==> src/rtl/ram_arbiter.sv <==
// Two-port round-robin arbiter sharing one single-port RAM between a CPU and a host loader.
// Each access takes three cycles (IDLE sample, ACCESS, ACK); a tie goes to whoever did not win last.
module ram_arbiter #(
  parameter int DW = 16,
  parameter int AW = 12
) (
  input  logic          clk,
  input  logic          reset,
  input  logic          cpu_req,
  input  logic          cpu_we,
  input  logic [AW-1:0] cpu_addr,
  input  logic [DW-1:0] cpu_wdata,
  output logic          cpu_ack,
  output logic [DW-1:0] cpu_rdata,
  input  logic          host_req,
  input  logic          host_we,
  input  logic [AW-1:0] host_addr,
  input  logic [DW-1:0] host_wdata,
  output logic          host_ack,
  output logic [DW-1:0] host_rdata,
  output logic          cpu_gnt,
  output logic          host_gnt,
  output logic          ram_load,
  output logic [AW-1:0] ram_addr,
  output logic [DW-1:0] ram_d,
  input  logic [DW-1:0] ram_q
);

  typedef enum logic [1:0] {IDLE, ACCESS, ACK} state_t;
  typedef enum logic {OWN_CPU, OWN_HOST} owner_t;

  typedef struct packed {
    logic          we;
    logic [AW-1:0] addr;
    logic [DW-1:0] wdata;
  } req_t;

  state_t state;
  owner_t last_owner;   // also the owner of the access in flight
  logic   lat_we;

  req_t   cpu_r, host_r, win_r;
  owner_t winner;

  always_comb begin
    cpu_r  = '{we: cpu_we,  addr: cpu_addr,  wdata: cpu_wdata};
    host_r = '{we: host_we, addr: host_addr, wdata: host_wdata};
    if (cpu_req && host_req)
      winner = (last_owner == OWN_HOST) ? OWN_CPU : OWN_HOST;
    else if (cpu_req)
      winner = OWN_CPU;
    else
      winner = OWN_HOST;
    win_r = (winner == OWN_CPU) ? cpu_r : host_r;
  end

  always_ff @(posedge clk or posedge reset) begin
    if (reset) begin
      state      <= IDLE;
      last_owner <= OWN_HOST;
      lat_we     <= 1'b0;
      cpu_ack    <= 1'b0;
      host_ack   <= 1'b0;
      cpu_gnt    <= 1'b0;
      host_gnt   <= 1'b0;
      ram_load   <= 1'b0;
      ram_addr   <= '0;
      ram_d      <= '0;
      cpu_rdata  <= '0;
      host_rdata <= '0;
    end else begin
      case (state)
        IDLE: begin
          cpu_ack  <= 1'b0;
          host_ack <= 1'b0;
          if (cpu_req || host_req) begin
            state      <= ACCESS;
            last_owner <= winner;
            lat_we     <= win_r.we;
            ram_addr   <= win_r.addr;
            ram_d      <= win_r.wdata;
            ram_load   <= win_r.we;
            cpu_gnt    <= (winner == OWN_CPU);
            host_gnt   <= (winner == OWN_HOST);
          end
        end
        ACCESS: begin
          state    <= ACK;
          ram_load <= 1'b0;
          // ram_q follows ram_addr combinationally, so it is valid by the end of ACCESS
          if (!lat_we) begin
            if (last_owner == OWN_CPU) cpu_rdata  <= ram_q;
            else                       host_rdata <= ram_q;
          end
          cpu_ack  <= (last_owner == OWN_CPU);
          host_ack <= (last_owner == OWN_HOST);
        end
        ACK: begin
          state    <= IDLE;
          cpu_ack  <= 1'b0;
          host_ack <= 1'b0;
          cpu_gnt  <= 1'b0;
          host_gnt <= 1'b0;
        end
        default: begin
          state    <= IDLE;
          ram_load <= 1'b0;
          cpu_ack  <= 1'b0;
          host_ack <= 1'b0;
          cpu_gnt  <= 1'b0;
          host_gnt <= 1'b0;
        end
      endcase
    end
  end

endmodule

==> config.mk <==
export PLATFORM = sky130hd
export DESIGN_NAME = ram_arbiter
export DESIGN_NICKNAME = d
export VERILOG_FILES = /design/src/rtl/ram_arbiter.sv
export SDC_FILE = /design/constraint.sdc
export NUM_CORES = 1
export LEC_CHECK = 0
export CAP_MARGIN = 30
export CORE_MARGIN = 8
export CORE_UTILIZATION = 29
export DETAILED_ROUTE_END_ITERATION = 12
export GPL_TIMING_DRIVEN = 0
export PLACE_DENSITY = 0.68
export SETUP_SLACK_MARGIN = 0.5
export SYNTH_ARGS = -nofsm -noshare
export SYNTH_HDL_FRONTEND = slang
export SYNTH_SLANG_ARGS = --single-unit
==> constraint.sdc <==
create_clock -name clk -period 4.8 [get_ports clk]
set_input_delay 1.44 -clock clk [delete_from_list [all_inputs] [get_ports clk]]
set_output_delay 1.44 -clock clk [all_outputs]
set_load 0.005 [all_outputs]
==> qor.txt <==
outcome: complete, no violations
most common cell after layout, fill and taps aside: clkdlybuf4s50_1
global routing usage summed across all routing layers: 12.8%
number of standard cells after synthesis: 202
Initial Util: 29.7%
Hold Buf Count CTS: 0
number of pins with negative max-slew slack in the final report: 0
number of antenna cells inserted: 0
deepest clock path buffer count: 2
remaining antenna violation count: 0
Worst Hold Path Cells: 1
total power consumption of the routed design: 2.88 mW
NumNets Final: 433
critical path startpoint category: primary input
number of different library cells in the post-synthesis netlist: 23
worst-path fanout max: 10
overall via count from detail_route: 2336
placement-stage worst setup slack: 1.62 ns
Layout Cell Area excl Fill: 4670 µm²
number of DRC violations after detailed routing: 0
Crit-path slowest cell: clkdlybuf4s50_1
Vert. Die Dim: 116 µm
dpl cell area: 4480 µm²
nature of the critical path endpoint: register
upper clock frequency limit: 353 MHz
cells resized by post-CTS repair: 0
Yosys warning total: 0
clock tree from TritonCTS: built
wire length of the first global-routing pass: 13300 µm
post-route non-filler standard cell count: 493
transition time at the pin with the least slew margin: 0.858 ns
leakage power figure: 1.91 nW
area overhead of the layout relative to synthesis: 61.8%
post-synthesis sequential element count: 69
sequence of cells on the critical path: clkdlybuf4s50_1 -> or2_2 -> clkbuf_1 -> a21boi_0 -> a221o_1
vias per cell: 4.74
data required time of the critical path: 5.02 ns
biggest cell delay along the critical path: 0.55 ns
number of placement rows: 36
combined area of all synthesized cells: 2890 µm²
placed cells: 477
setup ws final: 1.97 ns
Clk pin slew, worst setup/hold paths: 0.07 ns
Power per Cell Area: 617 nW/µm²
initial antenna violation count: 0
number of buffer cells added on primary ports: 142
first-pass detailed-route iteration total: 4
Worst Reg2Reg Path Length in Cells: 3
Fin Clk Skew: 0.00989 ns
starting DRC count in detailed routing: 82
final-layout fill cell count: 937
path category of the worst min-delay check: register to register
last weighted congestion value of the routability-driven placer: 0.703
register-to-register setup slack: 3.05 ns
Top-Level Pins: 143
fraction of the yosys area taken by sequential cells: 59.9%
maximum number of pins on one net before global-route repair: 70
unrepaired setup endpoints after global routing: false
setup TNS after final layout: 0 ns
aggregate global routing overflow: 0
die outline width: 116 µm
number of max-capacitance violations reported: 0
critical path class: primary input to register
min Tclk post-route: 2.83 ns
share of Yosys cell area claimed by the top area cell type: 59.0%
total CTS buffers: 9
root buffer selected by CTS: clkbuf_8
Mapped Nets: 280
leading cell types by total area after synthesis: dfrtp_1 59%, mux2_2 12%, a221o_1 10%
share of final-layout standard cells stronger than drive strength 1: 16.9%
number of hold violations in the final report: 0
buffers inserted by post-CTS timing repair: 0
VDD IR-drop max: 0.000220 V
share of the cycle needed by the critical path after routing: 59.0%
insertion delay of the later-clocked pin in the worst-skew pair: 0.34 ns
arrival time of the worst setup path: 3.05 ns
library cell with the largest summed area after synthesis: dfrtp_1
die area: 13400 µm²
level count of the clock H-tree: 3
detailed placement HPWL: 6550 µm
Wirelength per Cell: 17.5 µm
tightest slew margin relative to the limit: 42.8%
highest-count cells in the layout ignoring fill and taps: 142 x clkdlybuf4s50_1, 68 x dfrtp_1, 31 x mux2_2, 30 x a221o_1, 29 x a21boi_0
average cell area after synthesis: 14.3 µm²
endpoints failing setup: 0
wirelength, routed: 8640 µm
number of sinks on the clock net: 69
placeable core area: 9730 µm²
via count of the first global-routing pass: 2529
==> power breakdown <==
| part | leakage, nW | switching, mW | internal [mW] | total [mW] |
|---|---|---|---|---|
| logic | 0.975 | 0.484 | 0.885 | 1.37 |
| clock network | 0.0964 | 0.214 | 0.253 | 0.467 |
| registers | 0.840 | 0.168 | 0.876 | 1.04 |
==> layer usage <==
metal	vias up	track usage [%]	wire [µm]
met4	0	5.19	101
met1	1151	15.2	3860
met3	8	5.21	879
met5	-	0	0
met2	108	20.2	3790
li1	1069	-	-
==> Yosys cell counts <==
library cell,n
and2_1,2
clkbuf_1,6
mux2_1,1
dfstp_2,1
and3_1,2
nand2b_1,2
mux2_2,31
nor3b_4,1
a221o_1,30
nor2_1,2
nand2_1,1
buf_2,3
a21oi_1,4
a21boi_0,29
nand3b_1,2
nor3_4,1
o21ai_0,2
inv_1,5
dfrtp_1,68
buf_6,6
nor2_2,1
or2_2,1
nand2b_4,1
==> sequential cells by signal, summed over array words and instances (netlist names) <==
register    count
cpu_ack         1
cpu_gnt         1
cpu_rdata      16
host_ack        1
host_gnt        1
host_rdata     16
last_owner      1
lat_we          1
ram_addr       12
ram_d          16
ram_load        1
state           2
==> logic make-up after synthesis <==
family          Yosys count  share of synthesized area (%)
mux                      32                           12.5
simple gates             16                           4.34
flops                    69                           59.9
compound gates           65                           19.0
buf+inv                  20                           4.29
==> worst max-delay path: cells and delay by family <==
kind / cells / cell delay, ns
buffers and inverters: 2 / 0.95
AOI/OAI and AO/OA: 2 / 0.48
and+or+nand+nor: 1 / 0.18
==> final timing paths <==
path / from / endpoint
max: host_req / ram_addr[10]$_DFFE_PP0P_
min: cpu_rdata[3]$_DFFE_PP0P_ / cpu_rdata[3]$_DFFE_PP0P_
max reg2reg: last_owner$_DFFE_PP1P_ / host_rdata[0]$_DFFE_PP0P_
min reg2reg: cpu_rdata[3]$_DFFE_PP0P_ / cpu_rdata[3]$_DFFE_PP0P_
max in group asynchronous: reset / ram_d[14]$_DFFE_PP0P_
min in group asynchronous: reset / cpu_rdata[8]$_DFFE_PP0P_
==> per-stage QoR <==
stage	util [%]	hold WS, ns
5_1_grt	48.0	0.515
4_1_cts	48.0	0.495
3_5_place_dp	46.0	0.481
3_3_place_gp	46.0	0.470
6_report	48.0	0.490
2_1_floorplan	-	0.477
==> final cells by class <==
class                           count  area (µm²)  area share (%)
Clock buffer                       12         145            3.11
Tap cell                          133         166            3.56
Clock inverter                      4        47.5            1.02
Buffer                             15         105            2.25
Multi-Input combinational cell    113        1030            22.1
Sequential cell                    69        1730            37.0
Timing Repair Buffer              142        1420            30.4
Inverter                            5        21.3           0.456
(Power assumes the default switching activity.)
